===== src/rtl/physics_pkg.sv =====
`default_nettype none
// ============================================================================
// Module      : physics_pkg
// Description : Shared types and helpers for the rigid-body physics pipeline.
//               It defines the body dynamic-state record, the per-body contact
//               impulse record, the applier FSM states and the saturation
//               helpers.
// Revision    : 1.0 - initial release
// ============================================================================
package physics_pkg;

    localparam int BODY_DYN_W = 124;

    localparam logic [23:0] SAT24_MAX = 24'h7F_FFFF;
    localparam logic [23:0] SAT24_MIN = 24'h80_0000;
    localparam logic [10:0] SAT11_MAX = 11'h3FF;
    localparam logic [10:0] SAT11_MIN = 11'h400;

    // Field order is MSB first, so it matches the RAM word layout.
    typedef struct packed {
        logic [23:0] pos_x;
        logic [23:0] pos_y;
        logic [23:0] vel_x;
        logic [23:0] vel_y;
        logic [10:0] omega;
        logic [16:0] inv_mass;
    } body_dyn_t;

    typedef struct packed {
        logic [23:0] imp_x;
        logic [23:0] imp_y;
        logic [21:0] nudge_x;
        logic [21:0] nudge_y;
        logic [10:0] rot;
    } contact_impulse_t;

    typedef enum logic [2:0] {
        S_IDLE  = 3'd0,
        S_RD1   = 3'd1,
        S_WAIT1 = 3'd2,
        S_WR1   = 3'd3,
        S_RD2   = 3'd4,
        S_WAIT2 = 3'd5,
        S_WR2   = 3'd6
    } applier_state_t;

    // Overflow exists only when the two top bits of the widened sum disagree.
    // In that case, the top bit gives the true sign of the result.
    function automatic logic [23:0] sat24(input logic [24:0] sum);
        if (sum[24] != sum[23]) begin
            return sum[24] ? SAT24_MIN : SAT24_MAX;
        end
        return sum[23:0];
    endfunction

    function automatic logic [10:0] sat11(input logic [11:0] sum);
        if (sum[11] != sum[10]) begin
            return sum[11] ? SAT11_MIN : SAT11_MAX;
        end
        return sum[10:0];
    endfunction

endpackage
`default_nettype wire


===== src/rtl/body_state_update.sv =====
`default_nettype none
// ============================================================================
// Module      : body_state_update
// Description : Combinational update of one body's dynamic state by one
//               contact impulse record. All arithmetic saturates.
// Ports       : body_in  - current body state read from RAM
//               imp      - impulse / nudge / rotation for this body
//               body_out - updated state (inv_mass passed through)
// Revision    : 1.0 - initial release
// ============================================================================
module body_state_update
    import physics_pkg::*;
(
    input  body_dyn_t        body_in,
    input  contact_impulse_t imp,
    output body_dyn_t        body_out
);

    always_comb begin
        body_out       = body_in;
        // Each operand is sign-extended by one bit, so the sum cannot wrap
        // before it is saturated.
        body_out.vel_x = sat24({body_in.vel_x[23], body_in.vel_x} + {imp.imp_x[23], imp.imp_x});
        body_out.vel_y = sat24({body_in.vel_y[23], body_in.vel_y} + {imp.imp_y[23], imp.imp_y});
        body_out.pos_x = sat24({body_in.pos_x[23], body_in.pos_x} + {{3{imp.nudge_x[21]}}, imp.nudge_x});
        body_out.pos_y = sat24({body_in.pos_y[23], body_in.pos_y} + {{3{imp.nudge_y[21]}}, imp.nudge_y});
        body_out.omega = sat11({body_in.omega[10], body_in.omega} + {imp.rot[10], imp.rot});
    end

endmodule
`default_nettype wire


===== src/rtl/impulse_applier.sv =====
`default_nettype none
// ============================================================================
// Module      : impulse_applier
// Description : Accepts one resolved contact per handshake and read-modify-
//               writes both bodies' dynamic state in the body state RAM.
//               Static bodies (inv_mass == 0) are read but never written.
// Ports       : in_*          - contact record with valid/ready handshake
//               mem_*         - body RAM port (1-cycle read latency)
//               applied_cnt   - contacts applied (wrapping)
//               dropped_cnt   - contacts dropped (wrapping)
//               busy          - a contact is in flight
// Revision    : 1.0 - initial release
// ============================================================================
module impulse_applier
    import physics_pkg::*;
#(
    parameter int N_BODIES = 16,
    parameter int IDX_W    = 4
) (
    input  logic                  clk,
    input  logic                  reset_n,
    input  logic                  in_valid,
    output logic                  in_ready,
    input  logic [IDX_W-1:0]      in_idx1,
    input  logic [IDX_W-1:0]      in_idx2,
    input  logic                  in_ignore,
    input  logic [23:0]           in_imp1_x,
    input  logic [23:0]           in_imp1_y,
    input  logic [23:0]           in_imp2_x,
    input  logic [23:0]           in_imp2_y,
    input  logic [21:0]           in_nudge1_x,
    input  logic [21:0]           in_nudge1_y,
    input  logic [21:0]           in_nudge2_x,
    input  logic [21:0]           in_nudge2_y,
    input  logic [10:0]           in_rot1,
    input  logic [10:0]           in_rot2,
    output logic                  mem_rd_en,
    output logic                  mem_wr_en,
    output logic [IDX_W-1:0]      mem_addr,
    input  logic [BODY_DYN_W-1:0] mem_rd_data,
    output logic [BODY_DYN_W-1:0] mem_wr_data,
    output logic [15:0]           applied_cnt,
    output logic [15:0]           dropped_cnt,
    output logic                  busy
);

    applier_state_t   r_state;
    applier_state_t   w_next;
    logic [IDX_W-1:0] r_idx1;
    logic [IDX_W-1:0] r_idx2;
    contact_impulse_t r_rec1;
    contact_impulse_t r_rec2;
    body_dyn_t        r_wr_data;
    logic [15:0]      r_applied;
    logic [15:0]      r_dropped;

    logic             w_transfer;
    logic             w_drop;
    logic             w_static;
    body_dyn_t        w_body_rd;
    body_dyn_t        w_body_upd;
    contact_impulse_t w_imp_sel;

    assign w_transfer = in_valid && (r_state == S_IDLE);

    // The index ports can be wider than the slot count, so a range check is needed.
    assign w_drop = in_ignore || (in_idx1 == in_idx2) ||
                    (int'(in_idx1) >= N_BODIES) || (int'(in_idx2) >= N_BODIES);

    assign w_body_rd = mem_rd_data;
    assign w_static  = (w_body_rd.inv_mass == 17'd0);

    // There is one shared updater. Side 2 is selected only while its read data is returning.
    assign w_imp_sel = (r_state == S_WAIT2) ? r_rec2 : r_rec1;

    body_state_update u_update (
        .body_in  (w_body_rd),
        .imp      (w_imp_sel),
        .body_out (w_body_upd)
    );

    always_comb begin
        w_next    = r_state;
        in_ready  = 1'b0;
        mem_rd_en = 1'b0;
        mem_wr_en = 1'b0;
        mem_addr  = '0;
        busy      = 1'b1;
        case (r_state)
            S_IDLE: begin
                in_ready = 1'b1;
                busy     = 1'b0;
                if (in_valid && !w_drop) begin
                    w_next = S_RD1;
                end
            end
            S_RD1: begin
                mem_rd_en = 1'b1;
                mem_addr  = r_idx1;
                w_next    = S_WAIT1;
            end
            S_WAIT1: begin
                w_next = w_static ? S_RD2 : S_WR1;
            end
            S_WR1: begin
                mem_wr_en = 1'b1;
                mem_addr  = r_idx1;
                w_next    = S_RD2;
            end
            S_RD2: begin
                mem_rd_en = 1'b1;
                mem_addr  = r_idx2;
                w_next    = S_WAIT2;
            end
            S_WAIT2: begin
                w_next = w_static ? S_IDLE : S_WR2;
            end
            S_WR2: begin
                mem_wr_en = 1'b1;
                mem_addr  = r_idx2;
                w_next    = S_IDLE;
            end
            default: begin
                w_next = S_IDLE;
            end
        endcase
    end

    always_ff @(posedge clk or negedge reset_n) begin
        if (!reset_n) begin
            r_state   <= S_IDLE;
            r_idx1    <= '0;
            r_idx2    <= '0;
            r_rec1    <= '0;
            r_rec2    <= '0;
            r_wr_data <= '0;
            r_applied <= '0;
            r_dropped <= '0;
        end else begin
            r_state <= w_next;
            if (w_transfer) begin
                r_idx1 <= in_idx1;
                r_idx2 <= in_idx2;
                r_rec1 <= '{imp_x: in_imp1_x, imp_y: in_imp1_y,
                            nudge_x: in_nudge1_x, nudge_y: in_nudge1_y, rot: in_rot1};
                r_rec2 <= '{imp_x: in_imp2_x, imp_y: in_imp2_y,
                            nudge_x: in_nudge2_x, nudge_y: in_nudge2_y, rot: in_rot2};
                if (w_drop) begin
                    r_dropped <= r_dropped + 16'd1;
                end
            end
            if ((r_state == S_WAIT1) || (r_state == S_WAIT2)) begin
                r_wr_data <= w_body_upd;
            end
            if ((r_state == S_WR2) || ((r_state == S_WAIT2) && w_static)) begin
                r_applied <= r_applied + 16'd1;
            end
        end
    end

    assign mem_wr_data = r_wr_data;
    assign applied_cnt = r_applied;
    assign dropped_cnt = r_dropped;

endmodule
`default_nettype wire


===== config.mk =====
export PLATFORM = sky130hd
export DESIGN_NAME = impulse_applier
export DESIGN_NICKNAME = d
export VERILOG_FILES = /design/src/rtl/physics_pkg.sv /design/src/rtl/body_state_update.sv /design/src/rtl/impulse_applier.sv
export SDC_FILE = /design/constraint.sdc
export NUM_CORES = 1
export LEC_CHECK = 0
export ABC_AREA = 1
export CORE_MARGIN = 4
export CORE_UTILIZATION = 56
export DETAILED_ROUTE_END_ITERATION = 7
export MAX_ROUTING_LAYER = met4
export PLACE_DENSITY = 0.87
export SETUP_SLACK_MARGIN = 0.3
export SYNTH_ARGS = -nofsm -noshare
export SYNTH_HDL_FRONTEND = slang
export SYNTH_SLANG_ARGS = --single-unit

===== constraint.sdc =====
create_clock -name clk -period 5.76 [get_ports clk]
set_input_delay 1.152 -clock clk [delete_from_list [all_inputs] [get_ports clk]]
set_output_delay 1.152 -clock clk [all_outputs]
set_load 0.02 [all_outputs]

==> flow_results.xml, run 1 <==
<?xml version="1.0" encoding="UTF-8"?>
<metrics>
  <group name="floorplan">
    <metric name="die_area" unit="µm²">43700</metric>
    <metric name="start_util" unit="%">56.9</metric>
    <metric name="io-pin-count" unit="">506</metric>
    <metric name="die_x" unit="µm">209</metric>
    <metric name="row_count" unit="">73</metric>
    <metric name="die_h" unit="µm">209</metric>
    <metric name="core" unit="µm²">39800</metric>
  </group>
  <group name="grt">
    <metric name="grt_max_degree" unit="">135</metric>
    <metric name="globalRouteOverflowTotal" unit="">0</metric>
    <metric name="gr-usage-all-layers" unit="%">34.9</metric>
    <metric name="number_of_antenna_violations_at_the_first_check_in_global_routing" unit="">19</metric>
    <metric name="first_global_vias" unit="">21674</metric>
    <metric name="global_route_wire_length_before_repair" unit="µm">118000</metric>
  </group>
  <group name="timing">
    <metric name="fin_crit_sh" unit="%">81.9</metric>
    <metric name="clock_skew" unit="ns">0.0248</metric>
    <metric name="timing.max_slew.rel_slack" unit="%">34.2</metric>
    <metric name="rsz0062_at_grt" unit="">no</metric>
    <metric name="setup_viol_count_final" unit="">0</metric>
    <metric name="timing.final.max_slew_violations" unit="">0</metric>
    <metric name="timing.fmax" unit="MHz">212</metric>
    <metric name="timing_hold_violations_final" unit="">0</metric>
    <metric name="min_period" unit="ns">4.72</metric>
    <metric name="worst_slew_pin_slew" unit="ns">0.987</metric>
    <metric name="totalNegativeSetupSlack" unit="ns">0</metric>
  </group>
  <group name="logic_synthesis">
    <metric name="postSynthCellCount" unit="">3251</metric>
    <metric name="synth_top_flop_cell" unit="">sky130_fd_sc_hd__dfrtp_1</metric>
    <metric name="ys_seq_elements" unit="">373</metric>
    <metric name="synth-compound-area-share" unit="%">6.58</metric>
    <metric name="synth-seq-area-share" unit="%">41.2</metric>
    <metric name="yosys_warnings" unit="">0</metric>
    <metric name="synth.mux.area_fraction" unit="%">0</metric>
    <metric name="synth_async_sr_flop_share" unit="%">100</metric>
    <metric name="synth_xor_area_share" unit="%">3.91</metric>
    <metric name="synth.lib_cells_used.distinct" unit="">38</metric>
    <metric name="synthesis.area_per_instance" unit="µm²">6.97</metric>
    <metric name="netlist_area" unit="µm²">22700</metric>
    <metric name="largest_family_of_logic_cells_by_synthesized_area" unit="">simple AND/OR/NAND/NOR gates</metric>
    <metric name="synth-edff-count" unit="">0</metric>
    <metric name="synthSimpleGateAreaFrac" unit="%">35.6</metric>
    <metric name="adder_and_majority_gate_portion_of_the_synthesized_area" unit="%">6.46</metric>
    <metric name="synthesized_net_count" unit="">3707</metric>
  </group>
  <group name="final_layout">
    <metric name="postLayoutCoreUtil" unit="%">73.8</metric>
    <metric name="commonest_non_fill_non_tap_cell_in_the_layout" unit="">sky130_fd_sc_hd__nand2_1</metric>
    <metric name="finalNetCount" unit="">4164</metric>
    <metric name="fillCellCount" unit="">3201</metric>
    <metric name="final_cell_count_no_fill" unit="">4283</metric>
    <metric name="drive_above_1_share" unit="%">2.78</metric>
    <metric name="areaGrowthSynthToFinish" unit="%">29.8</metric>
    <metric name="layout.cells.most_common_list" unit="">sky130_fd_sc_hd__nand2_1 (1,619), sky130_fd_sc_hd__clkdlybuf4s50_1 (504), sky130_fd_sc_hd__dfrtp_1 (373)</metric>
    <metric name="layout.cell_area.non_filler" unit="µm²">29400</metric>
  </group>
  <group name="setup_path">
    <metric name="worstSetupStartpointType" unit="">flop</metric>
    <metric name="worst-setup-path-type" unit="">reg2reg</metric>
    <metric name="cp-end-kind" unit="">flop</metric>
    <metric name="worst_r2r_startpoint" unit="">r_state[1]</metric>
    <metric name="cell_with_the_largest_stage_delay_on_the_worst_path" unit="">sky130_fd_sc_hd__a21oi_2</metric>
    <metric name="worstPathArrival" unit="ns">5.13</metric>
    <metric name="critPathMostFrequentCell" unit="">sky130_fd_sc_hd__nand2_1</metric>
    <metric name="critical-path-max-stage-delay" unit="ns">0.79</metric>
    <metric name="timing.critical_path.cells" unit="">nor3_4 &gt; buf_4 &gt; clkinv_2 &gt; buf_4 &gt; nand2_1 &gt; nand2_1 &gt; ha_1 &gt; fa_1 &gt; nand3_1 &gt; nand2_1 &gt; nand2_1 &gt; nand2_1 &gt; nand2_1 &gt; nand3_1 &gt; nand2_1 &gt; nand2_1 &gt; a21oi_2 &gt; a21oi_1</metric>
    <metric name="r2r.worst_path.cells" unit="">18</metric>
    <metric name="worstPathRequired" unit="ns">6.17</metric>
    <metric name="peak_fanout_along_the_critical_path" unit="">40</metric>
    <metric name="r2r-end" unit="">mem_wr_data[34]</metric>
    <metric name="ff2ff_setup_slack" unit="ns">1.04</metric>
  </group>
  <group name="status">
    <metric name="run_status" unit="">complete, no violations</metric>
  </group>
  <group name="drt">
    <metric name="wire_per_inst" unit="µm">17.9</metric>
    <metric name="route.vias.total" unit="">22741</metric>
    <metric name="detailedRoute.firstPassIterationCount" unit="">5</metric>
    <metric name="viasPerCell" unit="">5.31</metric>
    <metric name="final_antenna_net_count" unit="">0</metric>
    <metric name="sum_of_routed_wire_length_over_all_layers" unit="µm">76600</metric>
    <metric name="drt_drc_violations_left" unit="">0</metric>
    <metric name="detail_route.iter0.violations" unit="">2046</metric>
  </group>
  <group name="clock_network">
    <metric name="worst_setup_hold_path_clk_slew" unit="ns">0.06</metric>
    <metric name="tritoncts_sinks" unit="">373</metric>
    <metric name="ctsRootBufferMaster" unit="">sky130_fd_sc_hd__clkbuf_16</metric>
    <metric name="hold_buffers" unit="">0</metric>
    <metric name="post_cts_resized" unit="">0</metric>
    <metric name="cts.htree.levels" unit="">2</metric>
    <metric name="cts_tree" unit="">built</metric>
    <metric name="post-cts-setup-buffer-count" unit="">0</metric>
    <metric name="insertion_delay" unit="ns">0.60</metric>
    <metric name="cts_buffer_depth" unit="">3</metric>
    <metric name="tritoncts.num_buffers" unit="">40</metric>
  </group>
  <group name="worst_hold_path">
    <metric name="worst_hold_path.endpoint" unit="">r_rec2[12]</metric>
    <metric name="holdCritPathClass" unit="">reg2reg</metric>
    <metric name="hold-path-cell-count" unit="">2</metric>
    <metric name="hold_path_startpoint" unit="">r_rec2[12]</metric>
  </group>
  <group name="placed_design">
    <metric name="post_dp_cell_area" unit="µm²">28000</metric>
    <metric name="io_buffers" unit="">505</metric>
    <metric name="globalplace.congestion" unit="">0.996</metric>
    <metric name="instance_count_after_placement_with_tap_cells_included" unit="">4191</metric>
    <metric name="post-dp-hpwl" unit="µm">58600</metric>
  </group>
  <group name="power">
    <metric name="power_density" unit="nW/µm²">603</metric>
    <metric name="leakage" unit="nW">15.2</metric>
    <metric name="power.ir.vdd_worst" unit="µV">492</metric>
  </group>
  <group name="run">
    <metric name="maxCapViolCount" unit="">0</metric>
  </group>
</metrics>
==> report_power, final <==
part | switching, W | leakage, nW | internal (W)
logic | 0.00661 | 10.1 | 0.00378
clock network | 0.00112 | 0.661 | 0.00153
registers | 0.000788 | 4.50 | 0.00388
total | 0.00852 | 15.2 | 0.00919
==> logic make-up (layout without fill, tap and decap cells) <==
logic type,Yosys count,in the layout
simple gates,2041,2041
flops,373,373
buf+inv,342,828
compound gates,280,280
fa+ha+maj,114,114
xor+xnor,101,101
other cells,0,21
==> worst max path at each step <==
stage,from,endpoint,slack [ns],cells past startpoint
2_1_floorplan,r_state[1],mem_wr_data[62],2.59,19
3_3_place_gp,r_state[1],mem_wr_data[28],1.21,18
3_5_place_dp,r_state[1],mem_wr_data[34],1.10,18
4_1_cts,r_state[1],mem_wr_data[34],1.08,18
5_1_grt,r_state[1],mem_wr_data[28],0.60,18
6_report,r_state[1],mem_wr_data[34],1.04,18
==> through the flow <==
step / total power [W] / setup slack [ns] / hold slack, ns
2_1_floorplan: 0.0115 / 2.59 / 0.442
3_3_place_gp: 0.0146 / 1.21 / 0.452
3_5_place_dp: 0.0148 / 1.10 / 0.457
4_1_cts: 0.0176 / 1.08 / 0.472
5_1_grt: 0.0191 / 0.598 / 0.482
6_report: 0.0177 / 1.04 / 0.470
==> flip-flops by register name (all words and copies together), names as in the netlist <==
signal       count
mem_wr_data    124
r_rec1         103
r_rec2         103
applied_cnt     16
dropped_cnt     16
r_idx1           4
r_idx2           4
r_state          3
==> critical path: cells and delay by family (launching register included) <==
| family | cells | cell delay [ns] |
|---|---|---|
| AOI/OAI and AO/OA | 2 | 0.95 |
| adders and majority gates | 2 | 0.62 |
| and+or+nand+nor | 11 | 1.20 |
| buffers and inverters | 3 | 1.28 |
| DFF | 1 | 0.46 |
==> layer usage <==
layer	vias up	routed length (µm)	track usage, %
li1	11113	-	-
met1	10637	33700	47.8
met2	873	34400	52.5
met4	0	2290	10.9
met3	118	6260	7.33
met5	-	0	-
==> synthesized netlist by cell type, drive strengths merged (6+ instances only) <==
master  count  area, µm²
nor2      226        887
a21oi     190        966
nand4      38        238
nor3       25        145
inv       239        897
clkbuf     33        124
buf        70        394
dfrtp     373       9330
o21ai      60        300
ha        109       1360
nand2    1626       6130
nand3     106        531
xor2       66        578
nand3b      8       60.1
xnor2      35        307
nor4        6       37.5
o21bai     16        120
==> layout make-up <==
class                      count  area, µm²  share of cell area [%]
multi-input combinational   2536      11900                    40.5
antenna                       21       52.6                   0.179
clock buffer                  57       1140                    3.89
timing repair buffer         518       5180                    17.6
tap                          525        657                    2.23
inverter                     239        903                    3.07
clock inverter                14        209                   0.711
sequential                   373       9330                    31.8
Note: power is estimated with default switching activity, not from simulation.
==> run 2: changes to the inputs <==
--- a/config.mk
+++ b/config.mk
@@ -7,10 +7,10 @@
 export LEC_CHECK = 0
 export ABC_AREA = 1
 export CORE_MARGIN = 4
-export CORE_UTILIZATION = 56
+export CORE_UTILIZATION = 47
 export DETAILED_ROUTE_END_ITERATION = 7
 export MAX_ROUTING_LAYER = met4
-export PLACE_DENSITY = 0.87
+export PLACE_DENSITY = 0.78
 export SETUP_SLACK_MARGIN = 0.3
 export SYNTH_ARGS = -nofsm -noshare
 export SYNTH_HDL_FRONTEND = slang
==> constraint.sdc (replaced) <==
create_clock -name clk -period 4.2 [get_ports clk]
set_input_delay 0.84 -clock clk [delete_from_list [all_inputs] [get_ports clk]]
set_output_delay 0.84 -clock clk [all_outputs]
set_load 0.02 [all_outputs]
==> run 2 against run 1 <==
Sequential power rose by 37%. Cell area rose by 1.9%. Global-route usage is 4.4 points lower. Cell count rose by 2.7%. Wire length up 3.4%. Hold slack got worse by 0.15 ns. Clock skew down 0.0048 ns. Largest cell class unchanged.
==> flow_results.xml, run 2 (synthesized netlist as in run 1, its figures left out) <==
<?xml version="1.0" encoding="UTF-8"?>
<metrics>
  <group name="timing">
    <metric name="min_period" unit="ns">3.68</metric>
    <metric name="timing.fmax" unit="MHz">272</metric>
    <metric name="clock_skew" unit="ns">0.0201</metric>
    <metric name="worst_slew_pin_slew" unit="ns">0.893</metric>
    <metric name="rsz0062_at_grt" unit="">no</metric>
    <metric name="totalNegativeSetupSlack" unit="ns">0</metric>
    <metric name="timing.max_slew.rel_slack" unit="%">40.4</metric>
    <metric name="setup_viol_count_final" unit="">0</metric>
    <metric name="fin_crit_sh" unit="%">87.6</metric>
    <metric name="timing.final.max_slew_violations" unit="">0</metric>
    <metric name="timing_hold_violations_final" unit="">0</metric>
  </group>
  <group name="final_layout">
    <metric name="layout.cell_area.non_filler" unit="µm²">30000</metric>
    <metric name="largest_register_ffs" unit="">124</metric>
    <metric name="layout.cells.most_common_list" unit="">sky130_fd_sc_hd__nand2_1 (1,618), sky130_fd_sc_hd__clkdlybuf4s50_1 (504), sky130_fd_sc_hd__dfrtp_1 (373)</metric>
    <metric name="drive_above_1_share" unit="%">3.67</metric>
    <metric name="commonest_non_fill_non_tap_cell_in_the_layout" unit="">sky130_fd_sc_hd__nand2_1</metric>
    <metric name="areaGrowthSynthToFinish" unit="%">32.2</metric>
    <metric name="finalNetCount" unit="">4186</metric>
  </group>
  <group name="grt">
    <metric name="grt_max_degree" unit="">104</metric>
    <metric name="number_of_antenna_violations_at_the_first_check_in_global_routing" unit="">18</metric>
    <metric name="globalRouteOverflowTotal" unit="">0</metric>
    <metric name="global_route_wire_length_before_repair" unit="µm">120000</metric>
    <metric name="gr-usage-all-layers" unit="%">30.5</metric>
    <metric name="first_global_vias" unit="">21244</metric>
  </group>
  <group name="setup_path">
    <metric name="worstPathRequired" unit="ns">4.69</metric>
    <metric name="timing.critical_path.cells" unit="">inv_2 &gt; nor3_4 &gt; buf_4 &gt; buf_6 &gt; nand2_1 &gt; nand2_1 &gt; ha_1 &gt; nand3_1 &gt; nand3_1 &gt; nand2_1 &gt; nand2_1 &gt; nand2_1 &gt; nand3_1 &gt; nand2_1 &gt; nand2_1 &gt; nand2_2 &gt; nand3_1 &gt; a21oi_1</metric>
    <metric name="cell_with_the_largest_stage_delay_on_the_worst_path" unit="">sky130_fd_sc_hd__buf_6</metric>
    <metric name="r2r-end" unit="">mem_wr_data[70]</metric>
    <metric name="critPathMostFrequentCell" unit="">sky130_fd_sc_hd__nand2_1</metric>
    <metric name="cp-end-kind" unit="">flop</metric>
    <metric name="worst_r2r_startpoint" unit="">r_state[2]</metric>
    <metric name="setup.worst_path.start" unit="">r_state[2]</metric>
    <metric name="ff2ff_setup_slack" unit="ns">0.52</metric>
    <metric name="r2r.worst_path.cells" unit="">18</metric>
    <metric name="worst-setup-path-type" unit="">reg2reg</metric>
    <metric name="worstPathArrival" unit="ns">4.17</metric>
    <metric name="setup.worst_path.end" unit="">mem_wr_data[70]</metric>
    <metric name="worstSetupStartpointType" unit="">flop</metric>
    <metric name="critical-path-max-stage-delay" unit="ns">0.46</metric>
    <metric name="peak_fanout_along_the_critical_path" unit="">51</metric>
  </group>
  <group name="power">
    <metric name="intPower" unit="W">0.0131</metric>
    <metric name="power.switching" unit="W">0.0119</metric>
    <metric name="power.ir.vdd_worst" unit="µV">371</metric>
    <metric name="sw_frac_of_total" unit="%">47.7</metric>
    <metric name="combinationalPowerShare" unit="%">58.0</metric>
    <metric name="power.share.sequential" unit="%">25.6</metric>
    <metric name="design_power_total" unit="W">0.0250</metric>
    <metric name="power_density" unit="nW/µm²">834</metric>
    <metric name="clkPwrFrac" unit="%">16.4</metric>
    <metric name="leakage" unit="nW">15.5</metric>
  </group>
  <group name="drt">
    <metric name="final_antenna_net_count" unit="">0</metric>
    <metric name="drt_drc_violations_left" unit="">0</metric>
    <metric name="viasPerCell" unit="">5.14</metric>
    <metric name="detailedRoute.firstPassIterationCount" unit="">6</metric>
    <metric name="route.vias.total" unit="">22588</metric>
    <metric name="detail_route.iter0.violations" unit="">2014</metric>
    <metric name="sum_of_routed_wire_length_over_all_layers" unit="µm">79200</metric>
    <metric name="wire_per_inst" unit="µm">18.0</metric>
  </group>
  <group name="clock_network">
    <metric name="cts.htree.levels" unit="">2</metric>
    <metric name="tritoncts_sinks" unit="">373</metric>
    <metric name="worst_setup_hold_path_clk_slew" unit="ns">0.06</metric>
    <metric name="insertion_delay" unit="ns">0.59</metric>
    <metric name="tritoncts.num_buffers" unit="">43</metric>
    <metric name="ctsRootBufferMaster" unit="">sky130_fd_sc_hd__clkbuf_16</metric>
    <metric name="cts_tree" unit="">built</metric>
    <metric name="cts_buffer_depth" unit="">3</metric>
  </group>
  <group name="floorplan">
    <metric name="io-pin-count" unit="">506</metric>
    <metric name="die_x" unit="µm">228</metric>
    <metric name="die_area" unit="µm²">51800</metric>
    <metric name="core" unit="µm²">47600</metric>
    <metric name="row_count" unit="">80</metric>
    <metric name="die_h" unit="µm">228</metric>
    <metric name="start_util" unit="%">47.5</metric>
  </group>
  <group name="worst_hold_path">
    <metric name="holdCritPathClass" unit="">in2async</metric>
  </group>
  <group name="run">
    <metric name="maxCapViolCount" unit="">0</metric>
  </group>
  <group name="placed_design">
    <metric name="io_buffers" unit="">505</metric>
    <metric name="globalplace.congestion" unit="">0.987</metric>
    <metric name="post_dp_cell_area" unit="µm²">28300</metric>
    <metric name="post-dp-hpwl" unit="µm">61100</metric>
  </group>
  <group name="status">
    <metric name="run_status" unit="">complete, no violations</metric>
  </group>
</metrics>
[run 2: changes by cell type in the layout (fill, tap and decap cells not counted), moves of 5 or more]
cell                        delta
sky130_fd_sc_hd__buf_4        +12
sky130_fd_sc_hd__clkbuf_1      -5
sky130_fd_sc_hd__clkbuf_16     +5
sky130_fd_sc_hd__buf_12        +5
sky130_fd_sc_hd__clkinv_4      +5
[run 2: critical path, delay by kind of cell (launching register included)]
kind            cells  cell delay [ns]
flops               1             0.45
simple gates       13             1.94
compound gates      1             0.15
fa+ha+maj           1             0.27
buf+inv             3             0.76
[run 2: layout make-up]
cell class                 instances  area [µm²]
inverter                         239         905
fill                            4327       17700
clock inverter                    24         330
timing repair buffer             537        5410
antenna                           17        42.5
multi-input combinational       2536       11900
clock buffer                      56        1230
sequential                       373        9330
tap                              615         769
[run 2: how the worst min path moves through the flow]
stage	end	depth (start not counted)	start
4_1_cts	applied_cnt[1]	1	reset_n
6_report	applied_cnt[8]	1	reset_n
2_1_floorplan	r_rec1[0]	2	r_rec1[0]
5_1_grt	applied_cnt[5]	1	reset_n
3_3_place_gp	r_rec2[29]	2	r_rec2[29]
3_5_place_dp	mem_wr_data[1]	2	mem_wr_data[1]
[run 2: timing repair]
item | CTS | global route
resized for setup | 0 | 6
endpoints found under the setup margin | 0 | 52
setup buffers | 0 | 2
hold buffers | 0 | 0
[run 2: metrics by stage]
| step | utilization, % | cells | hold WS [ns] | setup WS [ns] |
|---|---|---|---|---|
| 2_1_floorplan | - | 3251 | 0.442 | 1.03 |
| 6_report | 62.9 | 4397 | 0.318 | 0.523 |
| 3_5_place_dp | 59.4 | 4297 | 0.458 | 0.588 |
| 4_1_cts | 62.7 | 4377 | 0.358 | 0.557 |
| 3_3_place_gp | 59.4 | 4297 | 0.453 | 0.615 |
| 5_1_grt | 62.9 | 4397 | 0.383 | 0.301 |
[run 2: per-layer routing]
metal  up-vias  track usage, %  wire length, µm
met5         -               -                0
met4         0            10.6             3040
met3       149            6.87             6700
met2       786            44.1            34300
met1     10511            42.4            35100
li1      11142               -                -
[run 2: power by group through the flow]
stage               logic [W]  registers, W  clock network, W
floorplan             0.00882       0.00692                 0
global placement       0.0140       0.00639                 0
detailed placement     0.0142       0.00642                 0
CTS                    0.0143       0.00639           0.00416
global route           0.0161       0.00659           0.00431
finish                 0.0145       0.00640           0.00410
